<file path="config.mk">
export PLATFORM = sky130hd
export DESIGN_NAME = usb_hub_repeater_flat
export DESIGN_NICKNAME = d
export VERILOG_FILES = /design/src/rtl/usb_hub_pkg.sv /design/src/rtl/usb_hub_repeater_if.sv /design/src/rtl/usb_line_eop_det.sv /design/src/rtl/usb_hub_repeater.sv /design/src/flat_wrapper.sv
export SDC_FILE = /design/constraint.sdc
export NUM_CORES = 1
export LEC_CHECK = 0
export CAP_MARGIN = 20
export CORE_MARGIN = 2
export CORE_UTILIZATION = 50
export DETAILED_ROUTE_END_ITERATION = 8
export PLACE_DENSITY_LB_ADDON = 0.3
export SYNTH_ARGS = -nofsm -noshare
export SYNTH_HDL_FRONTEND = slang
export SYNTH_SLANG_ARGS = --single-unit
</file>
<file path="constraint.sdc">
create_clock -name hi_clock -period 2.1 [get_ports hi_clock]
set_input_delay 0.21 -clock hi_clock [delete_from_list [all_inputs] [get_ports hi_clock]]
set_output_delay 0.21 -clock hi_clock [all_outputs]
set_load 0.02 [all_outputs]
</file>
<file path="src/rtl/usb_hub_pkg.sv">
// Shared line-state encoding and repeater FSM state encoding for the hub repeater.
package usb_hub_pkg;

    localparam logic [1:0] LS_SE0 = 2'b00;
    localparam logic [1:0] LS_J   = 2'b01;
    localparam logic [1:0] LS_K   = 2'b10;
    localparam logic [1:0] LS_SE1 = 2'b11;

    typedef enum logic [1:0] {
        RPT_IDLE  = 2'd0,
        RPT_DOWN  = 2'd1,
        RPT_UP    = 2'd2,
        RPT_FLUSH = 2'd3
    } rpt_state_e;

endpackage

</file>
<file path="src/rtl/usb_hub_repeater_if.sv">
// Line-state bundle between the hub repeater core (master) and the transceivers (slave).
interface usb_hub_repeater_if #(
    parameter int NUM_USB_DEVICES = 2
);
    logic [1:0]                   host_line_state;
    logic [2*NUM_USB_DEVICES-1:0] dev_line_state;
    logic [NUM_USB_DEVICES-1:0]   port_enable;
    logic                         host_drive;
    logic [1:0]                   host_line_out;
    logic [NUM_USB_DEVICES-1:0]   dev_drive;
    logic [1:0]                   dev_line_out;
    logic [NUM_USB_DEVICES-1:0]   active_port;
    logic [NUM_USB_DEVICES-1:0]   babble_port;
    logic [1:0]                   rpt_state;

    modport master (
        input  host_line_state, dev_line_state, port_enable,
        output host_drive, host_line_out, dev_drive, dev_line_out,
               active_port, babble_port, rpt_state
    );

    modport slave (
        output host_line_state, dev_line_state, port_enable,
        input  host_drive, host_line_out, dev_drive, dev_line_out,
               active_port, babble_port, rpt_state
    );
endinterface

</file>
<file path="src/rtl/usb_line_eop_det.sv">
// Per-line SOP (J->K) and EOP (SE0 run of at least EOP_MIN_CYCLES, then J) detector.
module usb_line_eop_det
    import usb_hub_pkg::*;
#(
    parameter int EOP_MIN_CYCLES = 2
) (
    input  logic       clk,
    input  logic       reset,
    input  logic [1:0] line_state,
    output logic       sop,
    output logic       eop
);
    localparam int RW = $clog2(EOP_MIN_CYCLES + 1);
    localparam logic [RW-1:0] RUN_MIN = RW'(EOP_MIN_CYCLES);

    logic [1:0]    prev;
    logic [RW-1:0] se0_run;

    // SE1 and K both break an SE0 run; the run saturates at the qualifying length.
    always_ff @(posedge clk) begin
        if (reset) begin
            prev    <= LS_J;
            se0_run <= '0;
        end else begin
            prev <= line_state;
            if (line_state != LS_SE0)
                se0_run <= '0;
            else if (se0_run != RUN_MIN)
                se0_run <= se0_run + RW'(1);
        end
    end

    assign sop = (prev == LS_J) && (line_state == LS_K);
    assign eop = (line_state == LS_J) && (se0_run == RUN_MIN);

endmodule

</file>
<file path="src/rtl/usb_hub_repeater.sv">
// Packet-level hub repeater: host traffic broadcast downstream, one upstream owner per packet.
//   state | meaning
//   IDLE  | no packet; waiting for host or device SOP
//   DOWN  | forwarding host line to enabled, unlocked ports
//   UP    | forwarding the active port's line to the host
//   FLUSH | SE0, SE0, J toward the current direction after babble/disable
module usb_hub_repeater
    import usb_hub_pkg::*;
#(
    parameter int NUM_USB_DEVICES = 2,
    parameter int EOP_MIN_CYCLES  = 2,
    parameter int MAX_PKT_CYCLES  = 1024
) (
    input  logic               hi_clock,
    input  logic               reset,
    usb_hub_repeater_if.master bus
);
    localparam int N  = NUM_USB_DEVICES;
    localparam int CW = $clog2(MAX_PKT_CYCLES + 1);
    localparam logic [CW-1:0] CNT_LAST = CW'(MAX_PKT_CYCLES - 1);
    localparam logic [CW-1:0] CNT_MAX  = CW'(MAX_PKT_CYCLES);

    rpt_state_e    state, state_d;
    logic [CW-1:0] pkt_cnt, pkt_cnt_d, pkt_inc;
    logic          flush_cnt, flush_cnt_d;
    logic [N-1:0]  lock, lock_d;
    logic          host_drive_q, host_drive_d;
    logic [1:0]    host_line_q, host_line_d, dev_line_q, dev_line_d, sel_line;
    logic [N-1:0]  dev_drive_q, dev_drive_d, active_q, active_d, babble_q, babble_d;
    logic          host_sop, host_eop, active_en, active_eop;
    logic [N-1:0]  dev_sop, dev_eop, cand, grant, sel_port;

    usb_line_eop_det #(.EOP_MIN_CYCLES(EOP_MIN_CYCLES)) u_host_det (
        .clk(hi_clock), .reset(reset), .line_state(bus.host_line_state),
        .sop(host_sop), .eop(host_eop)
    );

    for (genvar i = 0; i < N; i++) begin : g_dev_det
        usb_line_eop_det #(.EOP_MIN_CYCLES(EOP_MIN_CYCLES)) u_det (
            .clk(hi_clock), .reset(reset), .line_state(bus.dev_line_state[2*i +: 2]),
            .sop(dev_sop[i]), .eop(dev_eop[i])
        );
    end

    // Lowest set bit of the candidate vector wins the upstream path.
    assign cand       = dev_sop & bus.port_enable & ~lock;
    assign grant      = cand & (~cand + N'(1));
    assign sel_port   = (state == RPT_IDLE) ? grant : active_q;
    assign active_en  = |(bus.port_enable & active_q);
    assign active_eop = |(dev_eop & active_q);
    assign pkt_inc    = (pkt_cnt == CNT_MAX) ? pkt_cnt : pkt_cnt + CW'(1);

    always_comb begin
        sel_line = LS_J;
        for (int i = 0; i < N; i++)
            if (sel_port[i]) sel_line = bus.dev_line_state[2*i +: 2];
    end

    always_comb begin
        state_d      = state;
        pkt_cnt_d    = pkt_cnt;
        flush_cnt_d  = flush_cnt;
        lock_d       = lock & bus.port_enable;
        host_drive_d = 1'b0;
        host_line_d  = LS_J;
        dev_drive_d  = '0;
        dev_line_d   = LS_J;
        active_d     = active_q;
        babble_d     = '0;
        unique case (state)
            RPT_IDLE: begin
                if (host_sop) begin
                    state_d     = RPT_DOWN;
                    pkt_cnt_d   = '0;
                    dev_drive_d = bus.port_enable & ~lock;
                    dev_line_d  = bus.host_line_state;
                end else if (|grant) begin
                    state_d      = RPT_UP;
                    pkt_cnt_d    = '0;
                    active_d     = grant;
                    host_drive_d = 1'b1;
                    host_line_d  = sel_line;
                end
            end
            RPT_DOWN: begin
                pkt_cnt_d   = pkt_inc;
                dev_drive_d = bus.port_enable & ~lock;
                dev_line_d  = bus.host_line_state;
                if (host_eop) begin
                    state_d = RPT_IDLE;
                end else if (pkt_cnt == CNT_LAST) begin
                    state_d     = RPT_FLUSH;
                    flush_cnt_d = 1'b0;
                    dev_line_d  = LS_SE0;
                end
            end
            RPT_UP: begin
                pkt_cnt_d    = pkt_inc;
                host_drive_d = 1'b1;
                host_line_d  = sel_line;
                if (!active_en) begin
                    state_d     = RPT_FLUSH;
                    flush_cnt_d = 1'b0;
                    host_line_d = LS_SE0;
                end else if (active_eop) begin
                    state_d  = RPT_IDLE;
                    active_d = '0;
                end else if (pkt_cnt == CNT_LAST) begin
                    state_d     = RPT_FLUSH;
                    flush_cnt_d = 1'b0;
                    host_line_d = LS_SE0;
                    babble_d    = active_q;
                    lock_d      = lock_d | active_q;
                end
            end
            RPT_FLUSH: begin
                // A retained owner means the flush goes upstream.
                if (|active_q) begin
                    host_drive_d = 1'b1;
                    host_line_d  = flush_cnt ? LS_J : LS_SE0;
                end else begin
                    dev_drive_d = bus.port_enable & ~lock;
                    dev_line_d  = flush_cnt ? LS_J : LS_SE0;
                end
                if (flush_cnt) begin
                    state_d     = RPT_IDLE;
                    active_d    = '0;
                    flush_cnt_d = 1'b0;
                end else begin
                    flush_cnt_d = 1'b1;
                end
            end
        endcase
    end

    always_ff @(posedge hi_clock) begin
        if (reset) begin
            state        <= RPT_IDLE;
            pkt_cnt      <= '0;
            flush_cnt    <= 1'b0;
            lock         <= '0;
            host_drive_q <= 1'b0;
            host_line_q  <= LS_J;
            dev_drive_q  <= '0;
            dev_line_q   <= LS_J;
            active_q     <= '0;
            babble_q     <= '0;
        end else begin
            state        <= state_d;
            pkt_cnt      <= pkt_cnt_d;
            flush_cnt    <= flush_cnt_d;
            lock         <= lock_d;
            host_drive_q <= host_drive_d;
            host_line_q  <= host_line_d;
            dev_drive_q  <= dev_drive_d;
            dev_line_q   <= dev_line_d;
            active_q     <= active_d;
            babble_q     <= babble_d;
        end
    end

    assign bus.host_drive    = host_drive_q;
    assign bus.host_line_out = host_line_q;
    assign bus.dev_drive     = dev_drive_q;
    assign bus.dev_line_out  = dev_line_q;
    assign bus.active_port   = active_q;
    assign bus.babble_port   = babble_q;
    assign bus.rpt_state     = state;

endmodule

</file>
<file path="src/flat_wrapper.sv">
// flat-port wrapper written by rule: the top's interface ports become plain ports
module usb_hub_repeater_flat import usb_hub_pkg::*;
#(
    parameter int NUM_USB_DEVICES = 2,
    parameter int EOP_MIN_CYCLES  = 2,
    parameter int MAX_PKT_CYCLES  = 1024
)
  (hi_clock, reset, bus_host_line_state, bus_dev_line_state, bus_port_enable, bus_host_drive, bus_host_line_out, bus_dev_drive, bus_dev_line_out, bus_active_port, bus_babble_port, bus_rpt_state);
  usb_hub_repeater_if #(.NUM_USB_DEVICES(NUM_USB_DEVICES)) bus_i ();
  input  logic hi_clock;
  input  logic reset;
  input wire logic [$bits(bus_i.host_line_state)-1:0] bus_host_line_state;
  input wire logic [$bits(bus_i.dev_line_state)-1:0] bus_dev_line_state;
  input wire logic [$bits(bus_i.port_enable)-1:0] bus_port_enable;
  output wire logic [$bits(bus_i.host_drive)-1:0] bus_host_drive;
  output wire logic [$bits(bus_i.host_line_out)-1:0] bus_host_line_out;
  output wire logic [$bits(bus_i.dev_drive)-1:0] bus_dev_drive;
  output wire logic [$bits(bus_i.dev_line_out)-1:0] bus_dev_line_out;
  output wire logic [$bits(bus_i.active_port)-1:0] bus_active_port;
  output wire logic [$bits(bus_i.babble_port)-1:0] bus_babble_port;
  output wire logic [$bits(bus_i.rpt_state)-1:0] bus_rpt_state;
  assign bus_i.host_line_state = bus_host_line_state;
  assign bus_i.dev_line_state = bus_dev_line_state;
  assign bus_i.port_enable = bus_port_enable;
  assign bus_host_drive = bus_i.host_drive;
  assign bus_host_line_out = bus_i.host_line_out;
  assign bus_dev_drive = bus_i.dev_drive;
  assign bus_dev_line_out = bus_i.dev_line_out;
  assign bus_active_port = bus_i.active_port;
  assign bus_babble_port = bus_i.babble_port;
  assign bus_rpt_state = bus_i.rpt_state;
  usb_hub_repeater #(.NUM_USB_DEVICES(NUM_USB_DEVICES), .EOP_MIN_CYCLES(EOP_MIN_CYCLES), .MAX_PKT_CYCLES(MAX_PKT_CYCLES)) u_core (.hi_clock(hi_clock), .reset(reset), .bus(bus_i));
endmodule
</file>
==> results of run 1 <==
[through the flow]
step	setup TNS [ns]	hold slack (ns)
after CTS	0	0.482
after global placement	0	0.465
final	0	0.484
after floorplan	0	0.288
after detailed placement	-0.0326	0.470
after global routing	0	0.506
[cell type report]
class | count | share of cell area [%]
multi-input cells | 176 | 47.3
flip-flops and latches | 39 | 30.1
repair buffers | 41 | 14.0
clock buffers | 6 | 3.18
well taps | 50 | 2.41
inverters | 11 | 1.59
clock inverters | 2 | 1.35
[critical path, cell delays in order (launching register included)]
cell and delay, ns:
dfxtp_2 0.36, inv_1 0.08, ha_1 0.31, nor4bb_1 0.15, a31oi_2 0.23, o311ai_4 0.19, or4_1 0.42, a21oi_1 0.14
[per-layer routing]
| metal | routed length (um) | GRT usage [%] | vias up |
|---|---|---|---|
| li1 | - | - | 941 |
| met1 | 2130 | 28.6 | 836 |
| met2 | 2130 | 37.4 | 49 |
| met3 | 212 | 5.43 | 7 |
| met4 | 62 | 9.00 | 0 |
| met5 | 0 | 0 | - |
[how the worst max path moves through the flow]
stage	startpoint	endpoint	slack, ns	cells after the start
2_1_floorplan	u_core.bus.rpt_state[1]$_SDFFE_PP0P_	u_core.pkt_cnt[8]$_SDFFE_PP0P_	0.02	7
6_report	u_core.bus.rpt_state[0]$_SDFFE_PP0P_	u_core.pkt_cnt[8]$_SDFFE_PP0P_	0.16	7
3_5_place_dp	bus_dev_line_state[0]	u_core.bus.active_port[1]$_SDFFE_PP0P_	-0.03	6
3_3_place_gp	bus_port_enable[1]	u_core.bus.active_port[0]$_SDFFE_PP0P_	0.03	6
5_1_grt	u_core.pkt_cnt[0]$_SDFFE_PP0P_	u_core.bus.dev_line_out[0]$_SDFF_PP1_	0.02	5
4_1_cts	u_core.bus.rpt_state[0]$_SDFFE_PP0P_	u_core.pkt_cnt[8]$_SDFFE_PP0P_	0.04	7
[synth_stat cells, types with 3 or more instances]
cell type / number / area [um2]
nor2_1: 15 / 56.3
nand2b_1: 8 / 50.1
or4_1: 5 / 37.5
xor2_1: 3 / 26.3
mux2i_1: 3 / 30.0
nand3_1: 6 / 30.0
and2_1: 4 / 25.0
or2_2: 4 / 25.0
dfxtp_1: 39 / 781
or3_1: 3 / 18.8
a21oi_1: 17 / 85.1
nor4_1: 3 / 18.8
a31oi_1: 7 / 43.8
ha_1: 9 / 113
nor3_1: 13 / 65.1
nor2b_1: 4 / 25.0
clkbuf_1: 4 / 15.0
nand2_1: 14 / 52.6
inv_1: 11 / 41.3
o21ai_0: 13 / 65.1
[kinds of logic (layout without fill, tap and decap cells)]
kind of cell	count (synthesis)	in the layout	share of synthesized area [%]
muxes	4	4	2.00
AOI/OAI and AO/OA	59	59	19.1
buffers and inverters	18	60	3.69
adders and majority gates	9	9	5.44
DFF	39	39	37.7
xor gates and xnor gates	3	3	1.27
and+or+nand+nor	101	101	30.8
[repair_timing]
item / in CTS / in global routing
buffers inserted: 0 / 0
resized for setup: 0 / 2
endpoints found under the setup margin: 0 / 5
[where the power goes]
group	internal [mW]	switching, mW	leakage (nW)	total (mW)
Sequential	0.810	0.0415	0.318	0.851
Combinational	0.491	0.589	0.548	1.08
Clock	0.384	0.262	0.0612	0.646
==> flow_metrics.env, run 1 <==
export IMPL_finalSetupViolCount=0
export IMPL_root_buffer="clkbuf_8"
export IMPL_register_area_um2=782
export IMPL_die_x_um=68.3
export IMPL_fmax_mhz=516
export IMPL_hold_depth=2
export IMPL_reg2reg_to="u_core.pkt_cnt[8]$_SDFFE_PP0P_"
export IMPL_period_needed_ns=1.94
export IMPL_final_common_cell="dfxtp_1"
export IMPL_crit_fanout=9
export IMPL_syn2layout_area_growth_pct=25.4
export IMPL_powerDensity_nw_per_um2=993
export IMPL_syn_area_um2=2070
export IMPL_post_drt_wl_per_cell_um=14.0
export IMPL_max_cap_viol_count=0
export IMPL_rows=23
export IMPL_ir_drop_mv=0.630
export IMPL_numCtsBuffers=5
export IMPL_final_cells=325
export IMPL_top_register="u_core.pkt_cnt"
export IMPL_start_kind="flip-flop"
export IMPL_overflow=0
export IMPL_endpoint_kind="flip-flop"
export IMPL_htree_num_levels=2
export IMPL_final_cell_mix="dfxtp_1, clkdlybuf4s50_1, buf_4"
export IMPL_n_antenna_cell=0
export IMPL_cts_tree="built"
export IMPL_place_congestion=0.889
export IMPL_dr_total_vias=1833
export IMPL_die_area_um2=4670
export IMPL_async_flop_share_pct=0
export IMPL_total_power_mw=2.58
export IMPL_grt_pass1_vias=1793
export IMPL_nFillCells=361
export IMPL_holdCritPathClass="reg -> reg"
export IMPL_multi_input_area_um2=1230
export IMPL_reg2reg_slack_ns=0.16
export IMPL_min_to="u_core.lock[1]$_SDFF_PP0_"
export IMPL_hpwl_um=3470
export IMPL_r2r_start="u_core.bus.rpt_state[0]$_SDFFE_PP0P_"
export IMPL_drv_slew=0
export IMPL_synth_nets=252
export IMPL_nNetsFinal=293
export IMPL_crit_required_ns=2.33
export IMPL_avgViaCountPerCell=5.64
export IMPL_timing_hold_violations_final=0
export IMPL_rsz0062_at_grt="no"
export IMPL_synth_edf_count=0
export IMPL_reg_top3="u_core.pkt_cnt: 11 flops, u_core.g_dev_det.u_det.prev: 4 flops, u_core.g_dev_det.u_det.se0_run: 4 flops"
export IMPL_syn_area_per_cell_um2=8.88
export IMPL_fin_util_pct=64.9
export IMPL_start_util_pct=51.7
export IMPL_clk_latency_ns=0.29
export IMPL_drt_pass1_iterations=4
export IMPL_synthDistinctLibCells=57
export IMPL_placed_area_um2=2460
export IMPL_clock_path_buffers=2
export IMPL_largest_register_ffs=11
export IMPL_clk_pin_slew_ns=0.08
export IMPL_clock_skew_ns=0.00550
export IMPL_drive_gt1_share_pct=17.8
export IMPL_stdcell_area_um2=2590
export IMPL_status="complete, no violations"
export IMPL_synthFlopType="dfxtp_1"
export IMPL_power_leakage_nw=0.927
export IMPL_hold_start="u_core.lock[1]$_SDFF_PP0_"
export IMPL_r2r_cells=7
export IMPL_dp_slack_ns=-0.0326
export IMPL_crit_arrival_ns=2.17
export IMPL_yosys_register_bits=39
export IMPL_ios=23
export IMPL_worst_slew_pin_slew_ns=0.505
export IMPL_fin_ws_ns=0.160
export IMPL_grt_max_degree=17
export IMPL_fp_coreArea_um2=4000
export IMPL_hold_buffers=0
export IMPL_postRouteWirelength_um=4540
export IMPL_drt_iter0_drc=110
export IMPL_die_y_um=68.3
export IMPL_antenna_found_initial=0
export IMPL_postRouteAntennaNets=0
export IMPL_cts_sinks=39
export IMPL_synthCells=233
export IMPL_period_share_pct=92.4
export IMPL_dp_cells=317
export IMPL_yosysWarningCount=0
export IMPL_worstSetupPathType="reg -> reg"
export IMPL_io_buffers=22
export IMPL_slew_headroom_pct=66.0
export IMPL_grt_total_usage_pct=22.7
export IMPL_grt_pass1_wl_um=7910
export IMPL_yosysSeqAreaShare_pct=37.7
export IMPL_drcViolationCount=0
(Power assumes the default switching activity.)
==> run 2, diff against run 1 <==
--- a/config.mk
+++ b/config.mk
@@ -7,7 +7,8 @@
 export LEC_CHECK = 0
 export CAP_MARGIN = 20
 export CORE_MARGIN = 2
-export CORE_UTILIZATION = 50
+export CORE_UTILIZATION = 45
+export CTS_BUF_LIST = sky130_fd_sc_hd__clkbuf_8
 export DETAILED_ROUTE_END_ITERATION = 8
 export PLACE_DENSITY_LB_ADDON = 0.3
 export SYNTH_ARGS = -nofsm -noshare
==> run 2 against run 1 <==
  * Critical path depth rose by 1
  * Routed wire length is 2.3% higher
  * Sequential power barely moved
  * Die area grew 10%
  * Critical path type unchanged
  * Critical endpoint is now u_core.pkt_cnt[7]$_SDFFE_PP0P_
  * Largest cell class unchanged
  * Largest power group unchanged
==> flow_metrics.env, run 2 (same netlist as run 1, synthesis figures left out) <==
export IMPL_period_share_pct=93.4
export IMPL_htree_num_levels=2
export IMPL_die_area_um2=5160
export IMPL_critPathSlowestCell="or4_1"
export IMPL_grt_total_usage_pct=19.6
export IMPL_reg2reg_slack_ns=0.14
export IMPL_drcViolationCount=0
export IMPL_rows=24
export IMPL_ir_drop_mv=0.542
export IMPL_total_power_mw=2.42
export IMPL_antenna_found_initial=0
export IMPL_power_switching_mw=0.895
export IMPL_ios=23
export IMPL_n_antenna_cell=0
export IMPL_r2r_start="u_core.bus.rpt_state[0]$_SDFFE_PP0P_"
export IMPL_reg_top3="u_core.pkt_cnt: 11 flops, u_core.g_dev_det.u_det.prev: 4 flops, u_core.g_dev_det.u_det.se0_run: 4 flops"
export IMPL_grt_pass1_vias=1775
export IMPL_crit_fanout=9
export IMPL_status="complete, no violations"
export IMPL_path_cells="inv_1 > ha_1 > nor4bb_1 > a31oi_1 > buf_4 > o311ai_4 > or4_1 > a21oi_1"
export IMPL_power_leakage_nw=0.936
export IMPL_postRouteAntennaNets=0
export IMPL_final_cell_mix="dfxtp_1, buf_4, clkdlybuf4s50_1"
export IMPL_p_clk_share_pct=19.7
export IMPL_largest_register_ffs=11
export IMPL_drt_iter0_drc=105
export IMPL_start_kind="flip-flop"
export IMPL_holdCritPathClass="reg -> reg"
export IMPL_die_x_um=71.8
export IMPL_clock_skew_ns=0.00260
export IMPL_finalSetupViolCount=0
export IMPL_hold_start="u_core.lock[1]$_SDFF_PP0_"
export IMPL_start_util_pct=47.2
export IMPL_root_buffer="clkbuf_8"
export IMPL_dr_total_vias=1858
export IMPL_r2r_cells=8
export IMPL_cpPeakStageDelay_ns=0.42
export IMPL_numCtsBuffers=5
export IMPL_clk_pin_slew_ns=0.07
export IMPL_slew_headroom_pct=64.2
export IMPL_reg2reg_to="u_core.pkt_cnt[7]$_SDFFE_PP0P_"
export IMPL_period_needed_ns=1.96
export IMPL_hpwl_um=3600
export IMPL_timing_hold_violations_final=0
export IMPL_internal_power_mw=1.53
export IMPL_place_congestion=0.897
export IMPL_comb_power_share_pct=45.2
export IMPL_drive_gt1_share_pct=17.9
export IMPL_max_cap_viol_count=0
export IMPL_drt_pass1_iterations=4
export IMPL_top_register="u_core.pkt_cnt"
export IMPL_worst_path_buf_inv=2
export IMPL_final_cells=331
export IMPL_worstSetupPathType="reg -> reg"
export IMPL_clk_latency_ns=0.29
export IMPL_syn2layout_area_growth_pct=24.9
export IMPL_drv_slew=0
export IMPL_powerDensity_nw_per_um2=937
export IMPL_dp_cells=322
export IMPL_worst_slew_pin_slew_ns=0.536
export IMPL_crit_family="simple AND/OR/NAND/NOR gates"
export IMPL_endpoint_kind="flip-flop"
export IMPL_cts_sinks=39
export IMPL_nNetsFinal=297
export IMPL_overflow=0
export IMPL_fmax_mhz=510
export IMPL_grt_max_degree=15
export IMPL_hold_buffers=0
export IMPL_avgViaCountPerCell=5.61
export IMPL_final_common_cell="dfxtp_1"
export IMPL_min_to="u_core.lock[1]$_SDFF_PP0_"
export IMPL_io_buffers=22
export IMPL_fp_coreArea_um2=4380
export IMPL_cts_tree="built"
export IMPL_post_drt_wl_per_cell_um=14.0
export IMPL_crit_required_ns=2.33
export IMPL_grt_pass1_wl_um=7940
export IMPL_pwr_share_seq_pct=35.0
export IMPL_switching_share_pct=36.9
export IMPL_crit_start="u_core.bus.rpt_state[0]$_SDFFE_PP0P_"
export IMPL_clock_path_buffers=2
export IMPL_postRouteWirelength_um=4650
export IMPL_crit_arrival_ns=2.19
export IMPL_die_y_um=71.8
export IMPL_hold_depth=2
[run 2: final cells by class]
type	instances	area, um2
Sequential cell	39	782
Tap cell	52	65.1
Timing Repair Buffer	45	393
Multi-Input combinational cell	176	1220
Clock inverter	3	12.5
Fill cell	416	1800
Clock buffer	5	68.8
Inverter	11	41.3
[run 2: layer usage]
layer / GRT usage [%] / up-vias / routed length [um]
met2: 31.9 / 36 / 2170
met1: 24.8 / 868 / 2200
met5: 0 / - / 0
li1: - / 945 / -
met4: 7.76 / 0 / 67
met3: 5.06 / 9 / 206
[run 2: per-stage QoR]
step	cell area [um2]	hold WS [ns]	setup WS, ns	setup TNS [ns]	util, %
final	2580	0.479	0.139	0	59.0
after global routing	2580	0.517	-0.000183	-0.000183	59.0
after CTS	2570	0.486	0.0474	0	58.6
after detailed placement	2490	0.473	-0.0389	-0.0609	56.7
after global placement	2490	0.464	0.0275	0	56.7
after floorplan	2070	0.288	0.0206	0	-
[run 2: worst max-delay path by stage]
stage	end	slack, ns	depth (start not counted)
6_report	u_core.pkt_cnt[7]$_SDFFE_PP0P_	0.14	8
5_1_grt	u_core.pkt_cnt[8]$_SDFFE_PP0P_	-0.0002	8
4_1_cts	u_core.pkt_cnt[7]$_SDFFE_PP0P_	0.05	7
3_5_place_dp	u_core.bus.active_port[1]$_SDFFE_PP0P_	-0.04	6
3_3_place_gp	u_core.bus.active_port[0]$_SDFFE_PP0P_	0.03	6
2_1_floorplan	u_core.pkt_cnt[8]$_SDFFE_PP0P_	0.02	7
[run 2: power groups by stage]
stage                     clock (mW)  sequential [mW]  combinational [mW]
after global routing           0.531            0.858                1.21
after CTS                      0.495            0.849                1.08
after detailed placement           0            0.866                1.07
final                          0.479            0.849                1.10
after global placement             0            0.864                1.06
after floorplan                    0            0.925               0.620
[run 2: worst min-delay path, stage by stage (launching register included)]
cell     delay (ns)
dfxtp_1        0.31
nand2_1        0.05
o22ai_1        0.07
[run 2: what timing repair did]
| item | CTS | global route |
|---|---|---|
| resized for setup | 0 | 1 |
| setup buffers | 0 | 1 |
| setup endpoints to repair | 0 | 7 |
==> run 3, diff against run 2 <==
--- a/config.mk
+++ b/config.mk
@@ -11,6 +11,9 @@
 export CTS_BUF_LIST = sky130_fd_sc_hd__clkbuf_8
 export DETAILED_ROUTE_END_ITERATION = 8
 export PLACE_DENSITY_LB_ADDON = 0.3
+export SKIP_CTS_REPAIR_TIMING = 1
+export SLEW_MARGIN = 20
 export SYNTH_ARGS = -nofsm -noshare
 export SYNTH_HDL_FRONTEND = slang
 export SYNTH_SLANG_ARGS = --single-unit
+export TNS_END_PERCENT = 100
==> results of run 3 <==
The final DEF is identical to that of run 2; final timing and power are the same.
